===== src/rtl/tiny_cpu_pkg.sv =====
// Shared widths, opcode encoding and execute-stage state type for the tiny CPU.
package tiny_cpu_pkg;

   localparam int DATA_W = 8;
   localparam int ADDR_W = 3;

   typedef enum logic [3:0] {
      OP_NOP = 4'h0,
      OP_LD  = 4'h1,
      OP_ST  = 4'h2,
      OP_ADD = 4'h3,
      OP_SUB = 4'h4,
      OP_AND = 4'h5,
      OP_OR  = 4'h6,
      OP_XOR = 4'h7,
      OP_LDI = 4'h8,
      OP_ADC = 4'h9,
      OP_SHL = 4'hA,
      OP_SHR = 4'hB,
      OP_MUL = 4'hC
   } opcode_t;

   typedef enum logic [1:0] {
      IDLE = 2'd0,
      READ = 2'd1,
      EXEC = 2'd2,
      WB   = 2'd3
   } exec_state_t;

endpackage


===== src/rtl/alu_core.sv =====
// Combinational ALU for the execute stage: result, flags and update enables per opcode.
// Opcode C is an unsigned 8x8 multiply only when ALU_EXEC_MUL_EN is defined.
module alu_core
   import tiny_cpu_pkg::*;
(
   input  logic [3:0]        opcode,
   input  logic [DATA_W-1:0] acc,
   input  logic [DATA_W-1:0] operand,
   input  logic [DATA_W-1:0] imm,
   input  logic              carry,
   output logic [DATA_W-1:0] result,
   output logic [DATA_W-1:0] result_hi,
   output logic              carry_new,
   output logic              zero_new,
   output logic              carry_upd,
   output logic              acc_upd,
   output logic              wb,
   output logic              illegal
);

   logic [DATA_W:0] sum;
`ifdef ALU_EXEC_MUL_EN
   logic [2*DATA_W-1:0] prod;
`endif

   always_comb begin
      sum       = '0;
`ifdef ALU_EXEC_MUL_EN
      prod      = '0;
`endif
      result    = acc;
      result_hi = '0;
      carry_new = carry;
      carry_upd = 1'b0;
      acc_upd   = 1'b0;
      wb        = 1'b0;
      illegal   = 1'b0;
      case (opcode)
         OP_NOP: ;
         OP_LD: begin
            result  = operand;
            acc_upd = 1'b1;
         end
         OP_ST: wb = 1'b1;
         OP_ADD: begin
            sum       = {1'b0, acc} + {1'b0, operand};
            result    = sum[DATA_W-1:0];
            carry_new = sum[DATA_W];
            carry_upd = 1'b1;
            acc_upd   = 1'b1;
         end
         OP_SUB: begin
            // bit DATA_W of the widened difference is the borrow
            sum       = {1'b0, acc} - {1'b0, operand};
            result    = sum[DATA_W-1:0];
            carry_new = sum[DATA_W];
            carry_upd = 1'b1;
            acc_upd   = 1'b1;
         end
         OP_AND, OP_OR, OP_XOR: begin
            result    = (opcode == OP_AND) ? (acc & operand) :
                        (opcode == OP_OR)  ? (acc | operand) : (acc ^ operand);
            carry_new = 1'b0;
            carry_upd = 1'b1;
            acc_upd   = 1'b1;
         end
         OP_LDI: begin
            result  = imm;
            acc_upd = 1'b1;
         end
         OP_ADC: begin
            sum       = {1'b0, acc} + {1'b0, operand} + {{DATA_W{1'b0}}, carry};
            result    = sum[DATA_W-1:0];
            carry_new = sum[DATA_W];
            carry_upd = 1'b1;
            acc_upd   = 1'b1;
         end
         OP_SHL: begin
            result    = {acc[DATA_W-2:0], 1'b0};
            carry_new = acc[DATA_W-1];
            carry_upd = 1'b1;
            acc_upd   = 1'b1;
         end
         OP_SHR: begin
            result    = {1'b0, acc[DATA_W-1:1]};
            carry_new = acc[0];
            carry_upd = 1'b1;
            acc_upd   = 1'b1;
         end
`ifdef ALU_EXEC_MUL_EN
         OP_MUL: begin
            prod      = {{DATA_W{1'b0}}, acc} * {{DATA_W{1'b0}}, operand};
            result    = prod[DATA_W-1:0];
            result_hi = prod[2*DATA_W-1:DATA_W];
            carry_new = |prod[2*DATA_W-1:DATA_W];
            carry_upd = 1'b1;
            acc_upd   = 1'b1;
            wb        = 1'b1;
         end
`endif
         default: illegal = 1'b1;
      endcase
      zero_new = (result == '0);
   end

endmodule


===== src/rtl/alu_exec.sv =====
// Multi-cycle execute stage: accepts one decoded op, reads the register file, updates acc/flags
// and optionally writes back. ALU_EXEC_MUL_EN enables the MUL opcode (C) with a high-byte writeback.
//
// state | meaning
// IDLE  | ready for an op; handshake latches fields and the source address
// READ  | capture operand from the register file read port
// EXEC  | update acc/flags; ST/MUL go on to WB
// WB    | register file write of latched rd
module alu_exec
   import tiny_cpu_pkg::*;
(
   input  logic              clk_in,
   input  logic              reset_in,
   input  logic              op_valid_in,
   output logic              op_ready_out,
   input  logic [3:0]        opcode_in,
   input  logic [ADDR_W-1:0] rs_in,
   input  logic [ADDR_W-1:0] rd_in,
   input  logic [DATA_W-1:0] imm_in,
   output logic [ADDR_W-1:0] rf_read_addr_out,
   input  logic [DATA_W-1:0] rf_read_data_in,
   output logic [ADDR_W-1:0] rf_write_addr_out,
   output logic              rf_write_en_out,
   output logic [DATA_W-1:0] rf_write_data_out,
   output logic [DATA_W-1:0] acc_out,
   output logic              carry_out,
   output logic              zero_out,
   output logic              done_out,
   output logic              illegal_out
);

   exec_state_t       state_q, state_d;
   logic [3:0]        opcode_q;
   logic [ADDR_W-1:0] rs_q, rd_q;
   logic [DATA_W-1:0] imm_q, operand_q, acc_q, wdata_q;
   logic              carry_q, zero_q, done_q, illegal_q;

   logic [DATA_W-1:0] alu_result, alu_hi;
   logic              alu_carry, alu_zero, alu_carry_upd, alu_acc_upd, alu_wb, alu_illegal;

   alu_core u_alu_core (
      .opcode    (opcode_q),
      .acc       (acc_q),
      .operand   (operand_q),
      .imm       (imm_q),
      .carry     (carry_q),
      .result    (alu_result),
      .result_hi (alu_hi),
      .carry_new (alu_carry),
      .zero_new  (alu_zero),
      .carry_upd (alu_carry_upd),
      .acc_upd   (alu_acc_upd),
      .wb        (alu_wb),
      .illegal   (alu_illegal)
   );

   always_ff @(posedge clk_in or posedge reset_in) begin
      if (reset_in) state_q <= IDLE;
      else          state_q <= state_d;
   end

   always_comb begin
      state_d         = state_q;
      op_ready_out    = 1'b0;
      rf_write_en_out = 1'b0;
      case (state_q)
         IDLE: begin
            op_ready_out = 1'b1;
            if (op_valid_in) state_d = READ;
         end
         READ: state_d = EXEC;
         EXEC: state_d = alu_wb ? WB : IDLE;
         WB: begin
            rf_write_en_out = 1'b1;
            state_d         = IDLE;
         end
         default: state_d = IDLE;
      endcase
   end

   always_ff @(posedge clk_in or posedge reset_in) begin
      if (reset_in) begin
         opcode_q  <= '0;
         rs_q      <= '0;
         rd_q      <= '0;
         imm_q     <= '0;
         operand_q <= '0;
         acc_q     <= '0;
         wdata_q   <= '0;
         carry_q   <= 1'b0;
         zero_q    <= 1'b0;
         done_q    <= 1'b0;
         illegal_q <= 1'b0;
      end else begin
         done_q    <= 1'b0;
         illegal_q <= 1'b0;
         case (state_q)
            IDLE: begin
               if (op_valid_in) begin
                  opcode_q <= opcode_in;
                  rs_q     <= rs_in;
                  rd_q     <= rd_in;
                  imm_q    <= imm_in;
               end
            end
            READ: operand_q <= rf_read_data_in;
            EXEC: begin
               if (alu_acc_upd) begin
                  acc_q  <= alu_result;
                  zero_q <= alu_zero;
               end
               if (alu_carry_upd) carry_q <= alu_carry;
               // ST writes the pre-EXEC acc; MUL writes the product high byte
               wdata_q   <= (opcode_q == OP_MUL) ? alu_hi : acc_q;
               done_q    <= ~alu_wb;
               illegal_q <= alu_illegal;
            end
            WB: done_q <= 1'b1;
            default: ;
         endcase
      end
   end

   assign rf_read_addr_out  = rs_q;
   assign rf_write_addr_out = rd_q;
   assign rf_write_data_out = wdata_q;
   assign acc_out           = acc_q;
   assign carry_out         = carry_q;
   assign zero_out          = zero_q;
   assign done_out          = done_q;
   assign illegal_out       = illegal_q;

endmodule


===== config.mk =====
export PLATFORM = sky130hd
export DESIGN_NAME = alu_exec
export DESIGN_NICKNAME = d
export VERILOG_FILES = /design/src/rtl/tiny_cpu_pkg.sv /design/src/rtl/alu_core.sv /design/src/rtl/alu_exec.sv
export SDC_FILE = /design/constraint.sdc
export NUM_CORES = 1
export LEC_CHECK = 0
export ABC_AREA = 1
export CAP_MARGIN = 20
export CELL_PAD_IN_SITES_DETAIL_PLACEMENT = 1
export CELL_PAD_IN_SITES_GLOBAL_PLACEMENT = 1
export CORE_MARGIN = 2
export CORE_UTILIZATION = 30
export CTS_CLUSTER_DIAMETER = 30
export CTS_CLUSTER_SIZE = 40
export DETAILED_ROUTE_END_ITERATION = 10
export HOLD_SLACK_MARGIN = 0.1
export PLACE_DENSITY = 0.65
export SYNTH_ARGS = -nofsm -noshare
export SYNTH_HDL_FRONTEND = slang
export SYNTH_HIERARCHICAL = 1
export SYNTH_SLANG_ARGS = --single-unit

===== constraint.sdc =====
create_clock -name clk_in -period 2.9 [get_ports clk_in]
set_input_delay 0.435 -clock clk_in [delete_from_list [all_inputs] [get_ports clk_in]]
set_output_delay 0.435 -clock clk_in [all_outputs]
set_load 0.02 [all_outputs]

### Yosys cells after proc, flatten, opt, wreduce, memory -nomap -nowiden

Index checks and enable logic that the tools add are counted.
Widths: inputs -> output; s select.

* order comparisons: 0
* mux-type cells: 16
* multiply operators: 0
* equality and inequality tests: 16
* shifts and indexed selects: 0
* div/mod/pow operators: 0
* $add $sub $neg: 3
* reduce and logical (&&, ||, !) cells: 11
* bitwise gates (word level): 4

Operators by type and width (count)
* $pmux 8 s8: 1
* $mux 8: 3
* $eq 4x4->1 const B: 5
* $eq 4x3->1 const B: 4
* $reduce_or 12->1: 1
* $reduce_or 10->1: 1
* $add 8x8->9: 1
* $add 9x1->9: 1
* $sub 8x8->9: 1
* $and 8x8->8: 1
* $eq 4x2->1 const B: 2
* $logic_not 8->1: 1
* $or 8x8->8: 1
* $pmux 2 s4: 1
* $reduce_or 8->1: 1
* $xor 8x8->8: 1
* $mux 1: 7
* $pmux 1 s6: 1
* $reduce_bool 6->1: 1
* $eq 2x2->1 const B: 2
* $eq 4x1->1 const B: 1
* $logic_not 4->1: 1
* $mux 2: 2
* $reduce_and 2->1: 2
* other kinds (7): 7

* bits in read-only memories: 0
* input port bits: 29
* bits in latches: 0
* memory bits (writable): 0
* flip-flop bits (word level): 48
* output and inout port bits: 28
* memories kept: 0

### Longest topological paths before layout

* depth after elaboration: 5
* mapped depth: 20

### Hierarchy

Netlist, hierarchy kept.

Modules (own cells, without submodules)
* alu_core: instances 1, area an instance 2099.5 um^2, cells an instance 382
* alu_exec: instances 1, area an instance 2003.2 um^2, cells an instance 233

### Worst setup path after synthesis

OpenSTA, ideal clock, no wires.

* path type: reg2reg
* start point: register acc_q[0] (netlist: acc_out[0])
* end point: register carry_q (netlist: carry_out)
* stages on the path, launching flop included: 16
* library setup time: 66 ps
* path slack: 415 ps
* arrival: 2419 ps
* buffers on the path: 0
* data required time: 2834 ps
* cells stage by stage: dfrtp_1 > ha_1 > inv_1 > fa_1 > inv_1 > ha_1 > inv_1 > nor2_1 > nand3_1 > nor2_1 > nand4_1 > a21oi_1 > o21ai_0 > a21oi_1 > nand3_1 > nand2_1

* word-level cells in the longest chain between the ends: 3

RTL lines
* start, declared: line alu_exec.sv:35 `logic [DATA_W-1:0] imm_q, operand_q, acc_q, wdata_q;`
* start signal, assigned: line alu_exec.sv:109 `acc_q <= alu_result;`
* $add 8x8->9: line alu_core.sv:46, alu_core.sv:72
* $add 9x1->9: line alu_core.sv:72 `sum = {1'b0, acc} + {1'b0, operand} + {{DATA_W{1'b0}}, carry};`
* $pmux 1 s6 (*): line alu_core.sv:38 `case (opcode)`
* net alu_carry: line alu_exec.sv:39 `logic alu_carry, alu_zero, alu_carry_upd, alu_acc_upd, alu_wb, alu_illegal;`
* end signal, assigned: line alu_exec.sv:112 `if (alu_carry_upd) carry_q <= alu_carry;`
* end, declared: line alu_exec.sv:36 `logic carry_q, zero_q, done_q, illegal_q;`

The timed path passes the listed nets; every way through them passes the cells marked *.
A chain may end at the register's enable or synchronous reset.

### Final worst setup path

* start point: register acc_q[0] (netlist: acc_out[0])
* end point: register zero_q (netlist: zero_out)

* word-level cells in the longest chain between the ends: 5

RTL lines
* parallel branches: the longest is 3 deep, another holds $add 8x8->9
* $pmux 8 s8 (*): line alu_core.sv:38
* $logic_not 8->1 (*): line alu_core.sv:103 `zero_new = (result == '0);`
* net alu_zero: line alu_exec.sv:39
* end signal, assigned: line alu_exec.sv:110 `zero_q <= alu_zero;`
* end, declared: line alu_exec.sv:36

Mark *: on every way through the listed nets, which the timed path passes.

==> results.toml <==
[worst_setup_path]
r2r-start = "acc_out[0]$_DFFE_PP0P_"
critical_path_cell_count = 17
critical_path_required_ns = 3.13
timing.critical_path.buf_inv = 3
worst_r2r_path_depth = 17
cpMaxStageDelayCell = "sky130_fd_sc_hd__dfrtp_2"
kind_of_end_point_of_the_critical_path = "flip-flop"
cp-start-kind = "flip-flop"
worst_r2r_endpoint = "zero_out$_DFFE_PP0P_"
crit_path_cell_trace = "ha_2 > inv_1 > fa_1 > inv_1 > ha_1 > inv_1 > o21ai_0 > a21oi_1 > nor2_1 > nand3_1 > o21ai_2 > nand2_1 > nor2_1 > nand2_1 > nor2_1 > nand3_1 > nand2_1"
cp-endpoint = "zero_out$_DFFE_PP0P_"
critical_path_arrival_ns = 2.87
worst_path_dominant_cell_family = "adder cells"
worst-setup-path-type = "reg -> reg"
critical_path.max_fanout = 5
setup.worst_path.start = "acc_out[0]$_DFFE_PP0P_"
cp_slowest_stage_delay_ns = 0.44
regToRegSetupSlack_ns = 0.27

[synthesis]
number_of_synthesized_flops_with_an_enable_pin = 0
ys_seq_area_share_pct = 29.3
share_of_synthesized_registers_carrying_an_async_set_or_reset_pct = 100
synth_cells = 615
synth_top_cells_by_count = "192 x sky130_fd_sc_hd__nand2_1, 78 x sky130_fd_sc_hd__inv_1, 78 x sky130_fd_sc_hd__nand3_1, 53 x sky130_fd_sc_hd__nor2_1, 48 x sky130_fd_sc_hd__dfrtp_1"
ys.flop_type = "sky130_fd_sc_hd__dfrtp_1"
synth_cell_type_count = 38
yosys_register_bits = 48
post-synth-top-count-cell = "sky130_fd_sc_hd__nand2_1"
synth.largest_area_cell = "sky130_fd_sc_hd__dfrtp_1"
syn_area_mm2 = 0.00410
netlist_top_cells_area = "sky130_fd_sc_hd__dfrtp_1 29%, sky130_fd_sc_hd__nand2_1 18%, sky130_fd_sc_hd__ha_1 9.8%"
syn-mean-instance-area_um2 = 6.67
netlist.area_leader.share_pct = 29.3
synth.yosys.warnings = 6

[clocking]
cts_buffer_depth = 2
worst_skew_pair.late_latency_ns = 0.30
cts_tree = "built"
htree_num_levels = 2
clock-root-buffer = "sky130_fd_sc_hd__clkbuf_16"
tritoncts_buffers = 5
clk_pin_slew_ns = 0.07
cts.sink_count = 48

[timing]
slew_violations = 0
post-route-period-util_pct = 90.9
min_cycle_time_layout_ns = 2.63
tightestPinTransition_ns = 0.656
maxSlewHeadroom_pct = 56.3
finalSetupViolations = 0
rsz0062_at_grt = "yes"
setup_skew_ns = 0.0102
finalSetupTns_ns = 0
timing_hold_violations_final = 0
clock.fmax_mhz = 380
hold_worst_slack_ns = 0.448

[drt]
drt-vias-per-instance = 4.93
dr_total_vias = 4199
wire_per_inst_um = 16.7
drt_iter0_markers = 179
postRouteAntennaNets = 0
wirelength_um = 14200
drcViolationCount = 0
detailedRoute.firstPassIterationCount = 6

[layout]
area.sequential_mm2 = 0.00120
filler_cell_count = 1698
final_core_utilization_pct = 37.9
synthToLayoutAreaGrowth_pct = 22.9
instances_no_fill = 852
diodes = 0
multi_input_combinational_cell_area_mm2 = 0.00245
layout-drive-gt1-share_pct = 8.28
design.final.nets = 738

[global_route]
grt_pass1_wl_um = 23100
grt_antenna_before_repair = 0
overall_track_demand_over_capacity_in_global_routing_pct = 20.2
grt_max_degree = 21
overflow_left_after_global_routing = 0
grt_pass1_vias = 4455

[worst_hold_path]
holdCritPathClass = "in -> async"

[placement]
placedCellCount = 844
detailed_place_hpwl_um = 11400
gpl.final_weighted_congestion = 0.962
placement.io_buffers = 56

[floorplanning]
die-height_um = 121
num_io_pins = 57
dieWidth_um = 121
num_rows = 42
core_area_mm2 = 0.0133
effective_utilization_at_floorplan_pct = 30.9
fp.dieArea_mm2 = 0.0146

[pwr]
power_uw = 7030
cellLeakagePower_uw = 0.00255
worst_ir_drop_vdd_v = 0.000442
power_density_mw_per_mm2 = 1400

[run_status]
run_status = "finished, final reports clean"

[job]
max-cap-violations = 0
-- final cells by class --
class | count | share of cell area, %
clock buffer | 5 | 2.48
clock inverter | 3 | 0.918
inverter | 86 | 6.45
multi-input combinational | 463 | 48.6
sequential | 48 | 23.9
tap | 176 | 4.37
timing repair buffer | 71 | 13.3
-- worst register-to-register path, stage by stage, from the launching register on --
cell                      delay, ns
sky130_fd_sc_hd__dfrtp_2       0.44
sky130_fd_sc_hd__ha_2          0.22
sky130_fd_sc_hd__inv_1         0.09
sky130_fd_sc_hd__fa_1          0.44
sky130_fd_sc_hd__inv_1         0.09
sky130_fd_sc_hd__ha_1          0.15
sky130_fd_sc_hd__inv_1         0.06
sky130_fd_sc_hd__o21ai_0       0.16
sky130_fd_sc_hd__a21oi_1       0.06
sky130_fd_sc_hd__nor2_1        0.10
sky130_fd_sc_hd__nand3_1       0.10
sky130_fd_sc_hd__o21ai_2       0.08
sky130_fd_sc_hd__nand2_1       0.07
sky130_fd_sc_hd__nor2_1        0.17
sky130_fd_sc_hd__nand2_1       0.07
sky130_fd_sc_hd__nor2_1        0.11
sky130_fd_sc_hd__nand3_1       0.08
sky130_fd_sc_hd__nand2_1       0.09
-- metrics by stage --
step	area [um^2]	setup WS, ns
after floorplan	4130	0.415
after global placement	4850	0.247
after detailed placement	4850	0.125
after CTS	5020	0.119
after global routing	5040	0.000485
final	5040	0.265
-- worst min-delay path by stage --
stage | from | to | slack, ns | depth (start not counted)
2_1_floorplan | imm_q[0]$_DFFE_PP0P_ | imm_q[0]$_DFFE_PP0P_ | 0.44 | 2
3_3_place_gp | imm_q[0]$_DFFE_PP0P_ | imm_q[0]$_DFFE_PP0P_ | 0.46 | 2
3_5_place_dp | rf_write_data_out[4]$_DFFE_PP0N_ | rf_write_data_out[4]$_DFFE_PP0N_ | 0.47 | 2
4_1_cts | reset_in | rf_read_addr_out[2]$_DFFE_PP0P_ | 0.46 | 2
5_1_grt | reset_in | imm_q[7]$_DFFE_PP0P_ | 0.50 | 2
6_report | reset_in | rf_write_data_out[2]$_DFFE_PP0N_ | 0.45 | 2
-- power by group --
group          internal (uW)  switching [uW]
clock network            410             268
logic                   1710            3340
registers                990             322
total                   3110            3930
-- cells in the final DEF, fill, tap and decap left out, types with 2 or more instances in the layout --
master	count
sky130_fd_sc_hd__nand2_2	2
sky130_fd_sc_hd__nand4_1	15
sky130_fd_sc_hd__dfrtp_2	2
sky130_fd_sc_hd__inv_2	7
sky130_fd_sc_hd__nor2_1	50
sky130_fd_sc_hd__o21ai_0	14
sky130_fd_sc_hd__o22ai_1	4
sky130_fd_sc_hd__conb_1	8
sky130_fd_sc_hd__nand2_1	192
sky130_fd_sc_hd__inv_1	77
sky130_fd_sc_hd__o211ai_1	13
sky130_fd_sc_hd__nand3_2	2
sky130_fd_sc_hd__nand3_1	77
sky130_fd_sc_hd__buf_4	15
sky130_fd_sc_hd__nor2_2	7
sky130_fd_sc_hd__fa_1	2
sky130_fd_sc_hd__ha_2	2
sky130_fd_sc_hd__dfrtp_1	46
sky130_fd_sc_hd__a21oi_1	25
sky130_fd_sc_hd__nand2_4	2
sky130_fd_sc_hd__ha_1	30
sky130_fd_sc_hd__clkbuf_16	5
sky130_fd_sc_hd__nand3_4	2
sky130_fd_sc_hd__nor2_4	4
sky130_fd_sc_hd__clkdlybuf4s50_1	56
-- flip-flops by register name (all words and copies together), names as in the netlist --
name               flops
rf_read_addr_out       3
illegal_out            1
operand_q              8
rf_write_data_out      8
rf_write_addr_out      3
opcode_q               4
carry_out              1
acc_out                8
state_q                2
imm_q                  8
zero_out               1
done_out               1
-- what timing repair did --
| action | in CTS | in global routing |
|---|---|---|
| hold buffers | 0 | 0 |
| setup buffers | 0 | 0 |
| resized for setup | 0 | 9 |
| hold endpoints to repair | 0 | 0 |
| endpoints found under the setup margin | 0 | 3 |
-- logic make-up after synthesis --
logic type      after synthesis  share of synthesized area, %
compound gates               62                          8.84
xor+xnor                      1                         0.214
fa+ha+maj                    34                          10.7
buf+inv                     111                          12.2
flops                        48                          29.3
other cells                   1                        0.0914
simple gates                358                          38.6
-- per-layer routing --
layer  vias up  GRT usage [%]  share of wire (%)
li1       2071              -                  -
met4         0           7.27                3.0
met2       107           33.2                 46
met5         -              0                  0
met1      1993           26.8                 46
met3        28           3.05                4.2
Power figures use the tool's default switching activity.
